--- src/rtl/serial_frame_tx.sv ---
// Parallel-to-serial frame transmitter: start bit, data bits, optional parity, 1-2 stop bits.
// A one-word holding register lets a second word queue up so frames go out back-to-back.
module serial_frame_tx #(
    parameter int unsigned DATA_WIDTH   = 8,
    parameter int unsigned CLKS_PER_BIT = 1,
    parameter int unsigned PARITY       = 0,
    parameter int unsigned STOP_BITS    = 1,
    parameter int unsigned MSB_FIRST    = 1
) (
    input  logic                  dataClk,
    input  logic                  rst,
    input  logic [DATA_WIDTH-1:0] parallelDataIn,
    input  logic                  dataValid,
    output logic                  dataReady,
    output logic                  serialDataOut,
    output logic                  busy,
    output logic                  frameDone
);

    if (PARITY > 2) begin : g_bad_parity
        $fatal(1, "serial_frame_tx: PARITY must be 0, 1 or 2");
    end
    if (STOP_BITS < 1 || STOP_BITS > 2) begin : g_bad_stop
        $fatal(1, "serial_frame_tx: STOP_BITS must be 1 or 2");
    end
    if (DATA_WIDTH < 1 || DATA_WIDTH > 16) begin : g_bad_width
        $fatal(1, "serial_frame_tx: DATA_WIDTH must be 1..16");
    end
    if (CLKS_PER_BIT < 1) begin : g_bad_cpb
        $fatal(1, "serial_frame_tx: CLKS_PER_BIT must be >= 1");
    end

    localparam int unsigned BaudW = (CLKS_PER_BIT > 1) ? $clog2(CLKS_PER_BIT) : 1;
    localparam int unsigned BitW  = (DATA_WIDTH > 1) ? $clog2(DATA_WIDTH) : 1;

    localparam logic [BaudW-1:0] BaudMax = BaudW'(CLKS_PER_BIT - 1);
    localparam logic [BitW-1:0]  DataMax = BitW'(DATA_WIDTH - 1);
    localparam logic [BitW-1:0]  StopMax = BitW'(STOP_BITS - 1);
    localparam logic             OddPar  = (PARITY == 2);
    localparam logic             HasPar  = (PARITY != 0);

    typedef enum logic [2:0] {StIdle, StStart, StData, StPar, StStop} state_e;

    state_e                state_q, state_d;
    logic [BaudW-1:0]      baud_q, baud_d;
    logic [BitW-1:0]       bit_q, bit_d;
    logic [DATA_WIDTH-1:0] shreg_q, shreg_d;
    logic                  par_q, par_d;
    logic [DATA_WIDTH-1:0] hold_q, hold_d;
    logic                  hold_full_q, hold_full_d;
    logic                  line_q, line_d;

    logic handshake;
    logic baud_wrap;
    logic frame_end;

    assign handshake = dataValid && !hold_full_q;
    assign baud_wrap = (baud_q == BaudMax);
    assign frame_end = (state_q == StStop) && baud_wrap && (bit_q == StopMax);

    always_ff @(posedge dataClk or negedge rst) begin
        if (!rst) begin
            state_q     <= StIdle;
            baud_q      <= '0;
            bit_q       <= '0;
            shreg_q     <= '0;
            par_q       <= 1'b0;
            hold_q      <= '0;
            hold_full_q <= 1'b0;
            line_q      <= 1'b1;
        end else begin
            state_q     <= state_d;
            baud_q      <= baud_d;
            bit_q       <= bit_d;
            shreg_q     <= shreg_d;
            par_q       <= par_d;
            hold_q      <= hold_d;
            hold_full_q <= hold_full_d;
            line_q      <= line_d;
        end
    end

    always_comb begin
        state_d     = state_q;
        baud_d      = baud_wrap ? '0 : baud_q + 1'b1;
        bit_d       = bit_q;
        shreg_d     = shreg_q;
        par_d       = par_q;
        hold_d      = hold_q;
        hold_full_d = hold_full_q;

        unique case (state_q)
            StIdle: begin
                baud_d = '0;
                bit_d  = '0;
                if (handshake) begin
                    shreg_d = parallelDataIn;
                    par_d   = (^parallelDataIn) ^ OddPar;
                    state_d = StStart;
                end
            end
            StStart: begin
                if (baud_wrap) begin
                    state_d = StData;
                    bit_d   = '0;
                end
            end
            StData: begin
                if (baud_wrap) begin
                    if (bit_q == DataMax) begin
                        state_d = HasPar ? StPar : StStop;
                        bit_d   = '0;
                    end else begin
                        bit_d   = bit_q + 1'b1;
                        shreg_d = (MSB_FIRST != 0) ? (shreg_q << 1) : (shreg_q >> 1);
                    end
                end
            end
            StPar: begin
                if (baud_wrap) begin
                    state_d = StStop;
                    bit_d   = '0;
                end
            end
            StStop: begin
                if (baud_wrap) begin
                    if (bit_q == StopMax) begin
                        bit_d = '0;
                        if (hold_full_q) begin
                            shreg_d     = hold_q;
                            par_d       = (^hold_q) ^ OddPar;
                            hold_full_d = 1'b0;
                            state_d     = StStart;
                        end else if (handshake) begin
                            // A word offered on the final stop cycle goes straight out next.
                            shreg_d = parallelDataIn;
                            par_d   = (^parallelDataIn) ^ OddPar;
                            state_d = StStart;
                        end else begin
                            state_d = StIdle;
                        end
                    end else begin
                        bit_d = bit_q + 1'b1;
                    end
                end
            end
            default: state_d = StIdle;
        endcase

        if (handshake && (state_q != StIdle) && !frame_end) begin
            hold_d      = parallelDataIn;
            hold_full_d = 1'b1;
        end
    end

    // The line register is loaded with the level of the next state, so it changes on the edge.
    always_comb begin
        unique case (state_d)
            StIdle:  line_d = 1'b1;
            StStart: line_d = 1'b0;
            StData:  line_d = (MSB_FIRST != 0) ? shreg_d[DATA_WIDTH-1] : shreg_d[0];
            StPar:   line_d = par_d;
            StStop:  line_d = 1'b1;
            default: line_d = 1'b1;
        endcase
        dataReady     = !hold_full_q;
        busy          = (state_q != StIdle);
        frameDone     = frame_end;
        serialDataOut = line_q;
    end

endmodule
--- config.mk ---
export PLATFORM = sky130hd
export DESIGN_NAME = serial_frame_tx
export DESIGN_NICKNAME = d
export VERILOG_FILES = /design/src/rtl/serial_frame_tx.sv
export SDC_FILE = /design/constraint.sdc
export NUM_CORES = 1
export LEC_CHECK = 0
export ABC_CLOCK_PERIOD_IN_PS = 5300
export BUFFER_PORTS_ARGS = -buffer_cell sky130_fd_sc_hd__buf_2
export CORE_MARGIN = 2
export CORE_UTILIZATION = 40
export DETAILED_ROUTE_END_ITERATION = 12
export PLACE_DENSITY = 0.66
export SYNTH_ARGS = -nofsm -noshare
export SYNTH_HDL_FRONTEND = slang
export SYNTH_SLANG_ARGS = --single-unit
--- constraint.sdc ---
create_clock -name dataClk -period 5.3 [get_ports dataClk]
set_input_delay 0.53 -clock dataClk [delete_from_list [all_inputs] [get_ports dataClk]]
set_output_delay 0.53 -clock dataClk [all_outputs]
set_load 0.02 [all_outputs]
## Yosys cells after proc, flatten, opt, wreduce, memory -nomap -nowiden

Index checks and enable logic that the tools add are counted.

| storage, ports and cells | value |
|---|---|
| register bits | 26 |
| bits of input ports | 11 |
| output and inout port bits | 4 |
| word-level logic and storage cells | 81 |

| cells by class | value |
|---|---|
| add/subtract/negate cells | 2 |
| eq/ne operators | 14 |
| mux-type cells | 35 |
| bitwise gates (word level) | 1 |
| reduce and logical (&&, ||, !) cells | 20 |

Operators by type and width:

| cell | number |
|---|---|
| 8-bit two-way mux | 6 |
| 3-bit two-way mux | 12 |
| 8-bit one-hot mux with 3 select lines | 1 |
| 8-bit parity | 2 |
| 3-bit one-hot mux with 5 select lines | 1 |
| 3-bit by 2-bit == test with 1-bit output (second input constant) | 4 |
| 1-bit two-way mux | 12 |
| 3-bit one-hot mux with 4 select lines | 1 |
| 2-bit != test (second input constant) | 4 |
| 3-bit by 1-bit == test with 1-bit output (second input constant) | 2 |
| 3-bit == test (second input constant) | 2 |
| 3-bit logical NOT | 2 |
| 3-bit nonzero test | 2 |
| 1-bit logical AND | 5 |
| 5-bit AND reduction | 1 |
| 2-bit by 1-bit != test with 1-bit output (second input constant) | 2 |
| 4-bit AND reduction | 1 |
| 2-bit nonzero test | 2 |
| 4-bit nonzero test | 1 |
| 3-bit by 1-bit adder with 3-bit output (second input constant) | 1 |
| 1-bit one-hot mux with 3 select lines | 1 |
| 3-bit AND reduction | 1 |
| 1-bit logical NOT | 2 |
| 1-bit one-hot mux with 2 select lines | 1 |
| other kinds (3) | 3 |

## Logic depth before layout (Yosys ltp)

| logic depth | value |
|---|---|
| word-level depth | 9 |
| mapped depth | 7 |
| gate-level depth less buffers | 7 |

## Worst setup path before layout

OpenSTA, ideal clock, no wires.

| path | value |
|---|---|
| kind | reg-to-output |
| start | register state_q[0] |
| end | output frameDone |
| arrival time | 1.380 ns |
| required time | 4.770 ns |
| slack | 3.390 ns |
| stages on the path, launching flop included | 5 |
| path buffers | 2 |
| cell sequence | dfrtp_1 > buf_6 > or2_1 > buf_6 > nor3_1 |

| between the ends | value |
|---|---|
| word-level cells in the longest chain between the ends | 3 |

Ends and longest elaborated chain:

| what | line | RTL |
|---|---|---|
| from (decl) | 44 | `state_e state_q, state_d;` |
| from (signal assigned) | 63 | `state_q <= StIdle;` |
| from (signal assigned) | 72 | `state_q <= state_d;` |
| 3-bit == test | 59 | `assign frame_end = (state_q == StStop) && baud_wrap && (bit_q == StopMax);` |
| 1-bit logical AND (2 in a row) | 59 |  |
| to (decl) | 17 | `output logic frameDone` |

Every way passes these cells.

## Worst setup path after layout

Same ends and word-level chain as after synthesis.

==> implementation parameters <==
Parameter                              Value

Drt
  Antenna-violating nets left ... 0
  Starting DRT DRC Count ... 47
  Detailed-route vias per instance ... 5.82
  Detailed Route WL ... 2360 um
  DRC violation count after routing ... 1
  Routed vias ... 891
  DR WL/cell ... 15.4 um
  DR pass1 iterations ... 9

Yosys
  Avg Synthesized Cell Area ... 11.1 um2
  Post-Synthesis Cells ... 108
  Leading post-synthesis cells by cell area ... sky130_fd_sc_hd__dfrtp_1 48%, sky130_fd_sc_hd__mux2_4 10%, sky130_fd_sc_hd__a222oi_1 5.8%
  Number of nets in the synthesized netlist ... 122
  Syn. warnings ... 0
  Yosys top cell by area ... sky130_fd_sc_hd__dfrtp_1
  Post-synthesis cell area ... 1200 um2
  Post-synth top area share ... 47.9%
  Number of distinct library cells after synthesis ... 29
  Share of the yosys chip area belonging to registers ... 50.1%
  Post-synthesis sequential element count ... 24

Die
  Number of ports placed on the die boundary ... 15
  Die outline area ... 3460 um2
  Core ar. ... 2810 um2
  Starting Density ... 42.8%
  Horizontal die dimension ... 58.8 um
  Die outline height ... 58.8 um
  Row count ... 19

Critical path
  Startpoint Class ... register
  Crit path arrival time ... 1.67 ns
  Critical path buffer and inverter count ... 1
  Maximum fanout encountered on the critical timing path ... 9
  Kind of cell adding the most delay to the critical path ... simple AND/OR/NAND/NOR gates
  Slowest cell on the critical path ... sky130_fd_sc_hd__dfrtp_1
  Sequence of cells on the critical path ... or2_1 -> nor3_1 -> buf_2
  Critical setup path kind ... reg -> out
  Path length in cells of the critical path ... 3
  Worst path required time ... 4.77 ns
  Reg-to-reg critical path startpoint ... bit_q[0]
  Reg-to-Reg End ... shreg_q[6]
  Crit end category ... output port
  Reg2Reg Depth ... 6
  Critical path destination ... frameDone
  Worst setup path startpoint ... state_q[0]
  Largest incremental delay on the critical path ... 0.48 ns
  Register-to-register path setup slack ... 3.29 ns

STA
  Slew margin rel. ... 48.3%
  Post-Route Hold Slack ... 0.152 ns
  Unrepaired setup endpoints after global routing ... no
  Fin Clk Skew ... 0.00987 ns
  Number of pins with negative max-slew slack in the final report ... 0
  Final number of hold-violating endpoints ... 0
  Final worst path period need ... 2.20 ns
  Count of final setup violators ... 0
  Accumulated negative setup slack ... 0 ns
  Worst Tran Pin Value ... 0.770 ns
  Upper clock frequency limit ... 0.454 GHz
  Final worst-path cycle share ... 41.6%

Clock network
  Maximum clock insertion buffer count ... 2
  Clock tree root driver cell ... sky130_fd_sc_hd__clkbuf_4
  H-tree levels ... 1
  TritonCTS sink count ... 24
  Clock transition at the registers of the reported paths ... 0.14 ns
  Clock latency reported for the late side of the worst-skew pair ... 0.33 ns
  TritonCTS clock tree ... yes
  Number of resized instances in the post-cts repair step ... 0
  Cts-stage hold buffer count ... 0
  Post-CTS repair timing setup buffer count ... 0
  Cts bufs inserted ... 3

Layout
  Number of diodes added for antenna fixing ... 0
  Layout Utilization ... 46.7%
  Fraction of layout cells with a size suffix above 1 ... 26.2%
  Final Cell Area ... 1310 um2
  Total number of nets in the final design ... 137
  Synth-to-Final Area Change ... 8.96%
  Final Instance Count excl. Fillers ... 153

Global route
  First-pass GRT wire length ... 3820 um
  Grt total ovfl ... 0
  Largest net degree at the start of global routing ... 25
  GRT Total Usage ... 14.8%
  Number of global-route vias before repair ... 847
  Antenna violations before repair ... 0

Place
  Final weighted congestion in routability-driven placement ... 0.809
  Detailed placer's ending HPWL ... 1660 um
  Placed instance count ... 149
  Count of buffers inserted at the top-level ports ... 14
  Placement Cell Area ... 1270 um2

Pwr
  Total leakage power ... 0.612 nW
  P per Cell Area ... 572 nW/um2
  VDD IR-drop max ... 290 uV

Run status
  Result of the run ... finished, violations left
  Failing checks ... design-rule violations

Hold path
  Kind of path behind the tightest hold check ... in -> async

Job
  Max-capacitance violation count ... 0
## cell usage in the layout, fill, tap and decap left out, types with 2 or more instances in the layout
cell / count
sky130_fd_sc_hd__ha_1: 3
sky130_fd_sc_hd__dfrtp_1: 23
sky130_fd_sc_hd__nand2_1: 7
sky130_fd_sc_hd__nor2_1: 5
sky130_fd_sc_hd__a222oi_1: 7
sky130_fd_sc_hd__buf_2: 14
sky130_fd_sc_hd__nor3_1: 3
sky130_fd_sc_hd__nor3_2: 2
sky130_fd_sc_hd__clkbuf_4: 3
sky130_fd_sc_hd__o21ai_0: 10
sky130_fd_sc_hd__a22oi_1: 2
sky130_fd_sc_hd__or3_1: 2
sky130_fd_sc_hd__mux2_4: 8
sky130_fd_sc_hd__inv_1: 12
sky130_fd_sc_hd__a21oi_1: 6
## through the flow
stage	power [mW]	setup slack, ns
5_1_grt	0.801	2.99
3_5_place_dp	0.650	3.29
6_report	0.749	3.10
2_1_floorplan	0.580	3.39
4_1_cts	0.751	3.10
3_3_place_gp	0.637	3.36
## worst min-delay path by stage
stage	startpoint	end	slack, ns	cells after the start
floorplan	rst	bit_q[0]	0.23	0
global placement	hold_q[3]	shreg_q[3]	0.49	2
detailed placement	hold_q[0]	hold_q[0]	0.50	1
CTS	rst	bit_q[2]	0.18	1
global route	rst	state_q[2]	0.19	1
finish	rst	state_q[2]	0.15	1
## cell families (layout without fill, tap and decap cells)
logic type / Yosys count / after routing / synth area share (%)
mux: 9 / 9 / 10.8
flops: 24 / 24 / 50.1
fa+ha+maj: 3 / 3 / 3.13
buf+inv: 16 / 30 / 6.87
compound gates: 30 / 30 / 17.2
simple gates: 26 / 26 / 11.9
## worst register-to-register path: stages (launching register included)
cell and delay (ns):
sky130_fd_sc_hd__dfrtp_1 0.43, sky130_fd_sc_hd__inv_1 0.09, sky130_fd_sc_hd__ha_1 0.20, sky130_fd_sc_hd__nor2b_1 0.24
sky130_fd_sc_hd__a21oi_1 0.11, sky130_fd_sc_hd__nor3_1 0.60, sky130_fd_sc_hd__o21ai_0 0.19
## cell usage after synthesis
cell                         n
sky130_fd_sc_hd__a32o_1      1
sky130_fd_sc_hd__nand2b_1    1
sky130_fd_sc_hd__o2bb2ai_1   1
sky130_fd_sc_hd__o21ai_0    10
sky130_fd_sc_hd__and2_4      1
sky130_fd_sc_hd__nor2_2      1
sky130_fd_sc_hd__nor3_1      3
sky130_fd_sc_hd__a222oi_1    7
sky130_fd_sc_hd__dfrtp_1    23
sky130_fd_sc_hd__a21oi_1     6
sky130_fd_sc_hd__or2_1       1
sky130_fd_sc_hd__or3_1       2
sky130_fd_sc_hd__o31ai_1     1
sky130_fd_sc_hd__mux2i_1     1
sky130_fd_sc_hd__nor2_1      5
sky130_fd_sc_hd__nor2b_1     1
sky130_fd_sc_hd__nand2_1     7
sky130_fd_sc_hd__buf_6       3
sky130_fd_sc_hd__clkbuf_1    1
sky130_fd_sc_hd__dfstp_2     1
sky130_fd_sc_hd__a211oi_1    1
sky130_fd_sc_hd__nor3_2      2
sky130_fd_sc_hd__ha_1        3
sky130_fd_sc_hd__a21o_1      1
sky130_fd_sc_hd__and2b_1     1
sky130_fd_sc_hd__a22oi_1     2
sky130_fd_sc_hd__or3b_2      1
sky130_fd_sc_hd__mux2_4      8
sky130_fd_sc_hd__inv_1      12
## cell type report
type / instances / area, um2
fillers: 288 / 1500
flip-flops and latches: 24 / 602
multi-input cells: 68 / 517
repair buffers: 14 / 70.1
inverters: 12 / 45.0
well taps: 31 / 38.8
clock buffers: 4 / 36.3
## routing by layer
| metal | GRT usage, % | wire [um] |
|---|---|---|
| met5 | 0 | 0 |
| met4 | 4.22 | 22 |
| met3 | 3.96 | 114 |
| met2 | 23.7 | 1160 |
| met1 | 19.7 | 1060 |
## state kept, by name, summed over array words and instances, names as in the netlist
name / count
hold_q: 8
shreg_q: 8
hold_full_q: 1
bit_q: 3
state_q: 3
serialDataOut: 1
## power breakdown
| part | switching (mW) | total, mW | internal (mW) |
|---|---|---|---|
| logic | 0.177 | 0.322 | 0.144 |
| registers | 0.0608 | 0.326 | 0.265 |
| clock network | 0.0589 | 0.101 | 0.0421 |
Note: power is estimated with default switching activity, not from simulation.
